## src/rtl/sprite_bounce_engine.sv

```systemverilog
// Bouncing-sprite renderer: moves a box once per frame inside the drawable area,
// reflects it off the edges and produces registered RGB with a fixed 3-cycle latency.
module sprite_bounce_engine #(
   parameter int          CW           = 16,
   parameter int          AREA_W       = 640,
   parameter int          AREA_H       = 480,
   parameter int          BOX_W        = 50,
   parameter int          BOX_H        = 50,
   parameter int          SPEED_X      = 1,
   parameter int          SPEED_Y      = 1,
   parameter int          INIT_X       = 0,
   parameter int          INIT_Y       = 0,
   parameter logic [23:0] FG_COLOR     = 24'hFFFFFF,
   parameter logic [23:0] SPR_BG_COLOR = 24'h000000,
   parameter logic [23:0] BG_COLOR     = 24'h000000,
   parameter int          TRANSPARENT  = 0
) (
   input  logic          i_clk,
   input  logic          i_rst,
   input  logic          i_frame_tick,
   input  logic          i_enable,
   input  logic [CW-1:0] i_x,
   input  logic [CW-1:0] i_y,
   input  logic          i_pix_valid,
   output logic [CW-1:0] o_px,
   output logic [CW-1:0] o_py,
   input  logic          i_data,
   output logic [7:0]    o_r,
   output logic [7:0]    o_g,
   output logic [7:0]    o_b,
   output logic          o_rgb_valid,
   output logic [CW-1:0] o_box_x,
   output logic [CW-1:0] o_box_y,
   output logic          o_hit_x,
   output logic          o_hit_y,
   output logic [15:0]   o_bounce_cnt
);

   localparam logic [0:0]    DIR_POS = 1'b0;
   localparam logic [0:0]    DIR_NEG = 1'b1;
   localparam logic [CW-1:0] MAX_X   = CW'(AREA_W - BOX_W);
   localparam logic [CW-1:0] MAX_Y   = CW'(AREA_H - BOX_H);
   localparam logic [CW-1:0] STEP_X  = CW'(SPEED_X);
   localparam logic [CW-1:0] STEP_Y  = CW'(SPEED_Y);
   localparam logic [CW-1:0] BOX_WC  = CW'(BOX_W);
   localparam logic [CW-1:0] BOX_HC  = CW'(BOX_H);
   localparam logic [CW-1:0] INIT_XC = CW'(INIT_X);
   localparam logic [CW-1:0] INIT_YC = CW'(INIT_Y);

   logic [CW-1:0] r_boxX, r_boxY;
   logic [0:0]    r_dirX, r_dirY;
   logic          r_hitX, r_hitY;
   logic [15:0]   r_bounceCnt;

   logic [CW-1:0] w_nextX, w_nextY;
   logic [0:0]    w_nextDirX, w_nextDirY;
   logic          w_hitX, w_hitY;
   logic [15:0]   w_hitSum;
   logic [15:0]   w_nextCnt;

   // Landing on or past an edge clamps to it and counts as a reflection.
   always_comb begin
      w_nextX    = r_boxX;
      w_nextDirX = r_dirX;
      w_hitX     = 1'b0;
      if (r_dirX == DIR_POS) begin
         if (r_boxX + STEP_X >= MAX_X) begin
            w_nextX    = MAX_X;
            w_nextDirX = DIR_NEG;
            w_hitX     = 1'b1;
         end else begin
            w_nextX = r_boxX + STEP_X;
         end
      end else begin
         if (r_boxX <= STEP_X) begin
            w_nextX    = '0;
            w_nextDirX = DIR_POS;
            w_hitX     = 1'b1;
         end else begin
            w_nextX = r_boxX - STEP_X;
         end
      end

      w_nextY    = r_boxY;
      w_nextDirY = r_dirY;
      w_hitY     = 1'b0;
      if (r_dirY == DIR_POS) begin
         if (r_boxY + STEP_Y >= MAX_Y) begin
            w_nextY    = MAX_Y;
            w_nextDirY = DIR_NEG;
            w_hitY     = 1'b1;
         end else begin
            w_nextY = r_boxY + STEP_Y;
         end
      end else begin
         if (r_boxY <= STEP_Y) begin
            w_nextY    = '0;
            w_nextDirY = DIR_POS;
            w_hitY     = 1'b1;
         end else begin
            w_nextY = r_boxY - STEP_Y;
         end
      end
   end

   // A corner hit adds two; the counter sticks at all-ones.
   always_comb begin
      w_hitSum  = {15'd0, w_hitX} + {15'd0, w_hitY};
      w_nextCnt = r_bounceCnt + w_hitSum;
      if (r_bounceCnt > (16'hFFFF - w_hitSum)) begin
         w_nextCnt = 16'hFFFF;
      end
   end

   always_ff @(posedge i_clk) begin
      if (i_rst) begin
         r_boxX      <= INIT_XC;
         r_boxY      <= INIT_YC;
         r_dirX      <= DIR_POS;
         r_dirY      <= DIR_POS;
         r_hitX      <= 1'b0;
         r_hitY      <= 1'b0;
         r_bounceCnt <= '0;
      end else begin
         r_hitX <= 1'b0;
         r_hitY <= 1'b0;
         if (i_frame_tick && i_enable) begin
            r_boxX      <= w_nextX;
            r_boxY      <= w_nextY;
            r_dirX      <= w_nextDirX;
            r_dirY      <= w_nextDirY;
            r_hitX      <= w_hitX;
            r_hitY      <= w_hitY;
            r_bounceCnt <= w_nextCnt;
         end
      end
   end

   logic          w_in;
   logic [CW-1:0] r_px, r_py;
   logic          r_in1, r_in2, r_valid1, r_valid2;
   logic [23:0]   w_color;
   logic [23:0]   r_rgb;
   logic          r_rgbValid;

   assign w_in = i_pix_valid
              && (i_x >= r_boxX) && (i_x < r_boxX + BOX_WC)
              && (i_y >= r_boxY) && (i_y < r_boxY + BOX_HC);

   // The ROM bit arrives alongside r_in2, so the colour decision uses both.
   always_comb begin
      w_color = BG_COLOR;
      if (r_in2 && i_data) begin
         w_color = FG_COLOR;
      end else if (r_in2 && (TRANSPARENT == 0)) begin
         w_color = SPR_BG_COLOR;
      end
   end

   always_ff @(posedge i_clk) begin
      if (i_rst) begin
         r_px       <= '0;
         r_py       <= '0;
         r_in1      <= 1'b0;
         r_valid1   <= 1'b0;
         r_in2      <= 1'b0;
         r_valid2   <= 1'b0;
         r_rgb      <= '0;
         r_rgbValid <= 1'b0;
      end else begin
         r_px       <= w_in ? (i_x - r_boxX) : '0;
         r_py       <= w_in ? (i_y - r_boxY) : '0;
         r_in1      <= w_in;
         r_valid1   <= i_pix_valid;
         r_in2      <= r_in1;
         r_valid2   <= r_valid1;
         r_rgb      <= w_color;
         r_rgbValid <= r_valid2;
      end
   end

   assign o_px         = r_px;
   assign o_py         = r_py;
   assign o_r          = r_rgb[23:16];
   assign o_g          = r_rgb[15:8];
   assign o_b          = r_rgb[7:0];
   assign o_rgb_valid  = r_rgbValid;
   assign o_box_x      = r_boxX;
   assign o_box_y      = r_boxY;
   assign o_hit_x      = r_hitX;
   assign o_hit_y      = r_hitY;
   assign o_bounce_cnt = r_bounceCnt;

endmodule
```

## config.mk

```make
export PLATFORM = sky130hd
export DESIGN_NAME = sprite_bounce_engine
export DESIGN_NICKNAME = d
export VERILOG_FILES = /design/src/rtl/sprite_bounce_engine.sv
export SDC_FILE = /design/constraint.sdc
export NUM_CORES = 1
export LEC_CHECK = 0
export ABC_AREA = 1
export CORE_UTILIZATION = 49
export CTS_BUF_LIST = sky130_fd_sc_hd__clkbuf_4
export DETAILED_ROUTE_END_ITERATION = 12
export GPL_TIMING_DRIVEN = 0
export PLACE_DENSITY = 0.74
export SLEW_MARGIN = 20
export SYNTH_ARGS = -nofsm -noshare
export SYNTH_HDL_FRONTEND = slang
export SYNTH_SLANG_ARGS = --single-unit
```

## constraint.sdc

```tcl
create_clock -name i_clk -period 5.1 [get_ports i_clk]
set_input_delay 1.02 -clock i_clk [delete_from_list [all_inputs] [get_ports i_clk]]
set_output_delay 1.02 -clock i_clk [all_outputs]
set_load 0.03 [all_outputs]
```

==> run summary <==
largest net degree at the start of global routing = 25
top post-synthesis cells by area = dfxtp_1 23%, ha_1 12%, nand2_1 11%
WL/cell = 14.0 um
HP Class = flop to flop
Switching Share = 39.8%
commonest non-fill, non-tap cell in the layout = nand2_1
CP max FO = 11
Routed Antenna Nets = 0
vias per cell = 5.17
Syn. warnings = 0
crit path DAT = 4810 ps
Post-Synth XOR/XNOR Area = 8.52%
clk sink count = 90
clock root cell = clkbuf_4
Initial Util = 50.0%
Synth Register Bits = 90
die footprint = 0.0167 mm^2
fin. max-slew vios = 0
EDFF count, synth = 0
hold_sp = r_valid2$_SDFF_PP0_
I/O Buffers = 144
final hold violations = 0
Compound-Gate Fraction of Synth Area = 15.2%
worst slew margin relative to its limit = 53.3%
fmax = 226 MHz
die height = 129 um
First DRT Iteration DRCs = 416
sw power = 780 uW
RSZ-0062 raised after global routing = false
sequential power share = 39.0%
Async S/R FF share, synth = 0%
vias in the first global route = 7194
share of cells above drive strength 1 = 9.11%
PD cells = 201 mW/mm^2
# IOs = 145
commonest non-fill, non-tap cells in the layout = 233 x nand2_1, 144 x clkdlybuf4s50_1, 134 x inv_1
DRC Markers = 0
TritonCTS clock tree = built
ys flop type = dfxtp_1
CP startpoint kind = flop
Mapped Area = 0.00792 mm^2
Mean Syn Cell Area = 6.77 um^2
CTS hold repair buffers = 0
Final #Nets = 1445
Worst setup EP type = flop
die width = 129 um
sequential fraction of the synthesis area = 22.8%
drt first pass iters = 5
worst setup path startpoint = o_box_y[0]$_SDFFE_PP0P_
simple-gate share of the synthesized area = 28.6%
first-pass GRT wire length = 34400 um
Vias = 7986
run status = finished, final reports clean
CTS max path bufs = 2
largest family of logic cells by synthesized area = simple AND/OR/NAND/NOR gates
num rows = 46
PostCTS Resize Cnt = 0
Synth Area in Adders = 13.6%
RR Startpoint = o_box_y[0]$_SDFFE_PP0P_
Synth area leader = dfxtp_1
Gate power share = 39.0%
Post-Route WL = 21600 um
WS Path Type = flop to flop
GRT overflow = 0
library cells used by synthesis = 48
post-synth net total = 1290
Placeable Area = 0.0158 mm^2
post-synth top area share = 22.8%
Max Cap Viol = 0
setup TNS = 0 ps
Clock H-tree levels = 3
post-layout instance area = 0.00977 mm^2
Final setup viols = 0
Tmin final = 4420 ps
TritonCTS Buffers = 9
P&R area growth vs syn = 23.3%
GPL Wtd Cong = 0.918
fin crit share = 86.6%
Clock transition at path regs = 140 ps
initial antenna violation count = 1
Skew-Pair Late Insertion Delay = 490 ps
mux share of post-synthesis cell area = 0%
Area after DPL = 0.00963 mm^2
Static Leakage = 0.00429 uW
skew final = 29.3 ps
peak supply drop = 133 uV
WP data required = 5490 ps
Post-CTS Setup Bufs = 0
Detailed Place HPWL = 17200 um
Slew @ Worst Pin = 699 ps
Power Internal = 1180 uW
cells after synthesis = 1169
GRT Total Usage = 26.1%
Clock Power Share = 22.0%
[worst paths after layout]
path              slack (ps)  cells after the start                       endpoint
hold / removal           410                      2         o_rgb_valid$_SDFF_PP0_
setup reg to reg         680                     24  o_bounce_cnt[14]$_SDFFE_PP0P_
setup / recovery         680                     24  o_bounce_cnt[14]$_SDFFE_PP0P_
hold reg to reg          410                      2         o_rgb_valid$_SDFF_PP0_
[synth_stat cells, types with 2 or more instances]
cell type and instances:
a21oi_2 9, a21o_1 5, fa_1 5, nor3_1 19, nor3b_1 2, or2_0 2
xnor2_1 11, nand3_2 3, a31oi_1 9, o21ai_2 6, dfxtp_1 90, nand3b_1 3
clkbuf_1 12, nor2_1 122, nand3_1 55, nand2_1 233, o21ai_0 82, nor4_1 3
nor3_2 4, inv_1 134, nor2_2 10, clkinv_1 2, buf_6 5, a211oi_1 2
nor2_4 7, nand2_2 15, o21bai_1 3, nand4_1 19, o21ai_1 6, xor2_1 66
inv_2 7, a21oi_1 91, buf_2 7, buf_4 29, ha_1 78
[state kept, by name, summed over array words and instances (netlist names)]
name / count
o_bounce_cnt: 16
o_box_x: 16
o_box_y: 16
o_hit_x: 1
o_hit_y: 1
o_px: 16
o_py: 16
o_rgb_valid: 1
r_dirX: 1
r_dirY: 1
r_in1: 1
r_in2: 1
r_rgb: 1
r_valid1: 1
r_valid2: 1
[power by group through the flow]
| stage | clock network, uW | registers (uW) | logic, uW |
|---|---|---|---|
| final | 431 | 765 | 765 |
| after global routing | 463 | 769 | 861 |
| after CTS | 442 | 765 | 763 |
| after detailed placement | 0 | 780 | 757 |
| after global placement | 0 | 780 | 749 |
| after floorplan | 0 | 815 | 505 |
[per-stage QoR]
step / power, uW / utilization, % / hold slack [ps] / instances / setup slack, ps
floorplan: 1320 / - / 388 / 1169 / 1240
global placement: 1530 / 60.8 / 395 / 1529 / 819
detailed placement: 1540 / 60.8 / 395 / 1529 / 741
CTS: 1970 / 61.7 / 415 / 1544 / 697
global route: 2090 / 61.7 / 433 / 1545 / 196
finish: 1960 / 61.7 / 412 / 1545 / 683
[metal layers]
metal / wire length (um) / track usage (%) / share of wire, %
met2: 10400 / 45.4 / 48
met1: 9730 / 33.3 / 45
met3: 1060 / 3.34 / 4.9
met5: 0 / 0 / 0
met4: 383 / 8.72 / 1.8
[layout make-up]
| class | instances | area (um^2) |
|---|---|---|
| clock buffer | 11 | 82.6 |
| multi-input combinational | 882 | 5220 |
| fill | 1543 | 6060 |
| antenna | 1 | 2.50 |
| inverter | 143 | 537 |
| buffer | 54 | 358 |
| sequential | 90 | 1800 |
| clock inverter | 4 | 51.3 |
| tap | 216 | 270 |
| timing repair buffer | 144 | 1440 |
[worst max-delay path, stage by stage (launching register included)]
cell	delay, ps
dfxtp_1	640
ha_1	270
nand3_1	110
nor2_2	230
nand3_1	100
nand2_1	70
nand2_1	50
nor2_1	130
nand2_1	80
nor2_2	130
nand3_2	110
nand2_2	140
inv_1	60
ha_1	290
ha_1	170
inv_1	70
fa_1	390
nor3_1	500
nand2_1	160
nor2_1	190
nand3_1	120
nand2_1	80
nand2_1	50
o21ai_0	160
inv_1	50
[logic make-up (layout without fill, tap and decap cells)]
family                     after synthesis  count (layout)
and+or+nand+nor                        503             503
AOI/OAI and AO/OA                      219             219
buffers and inverters                  197             356
DFF                                     90              90
adders and majority gates               83              83
xor gates and xnor gates                77              77
other                                    0               1
Note: power is estimated with default switching activity, not from simulation.
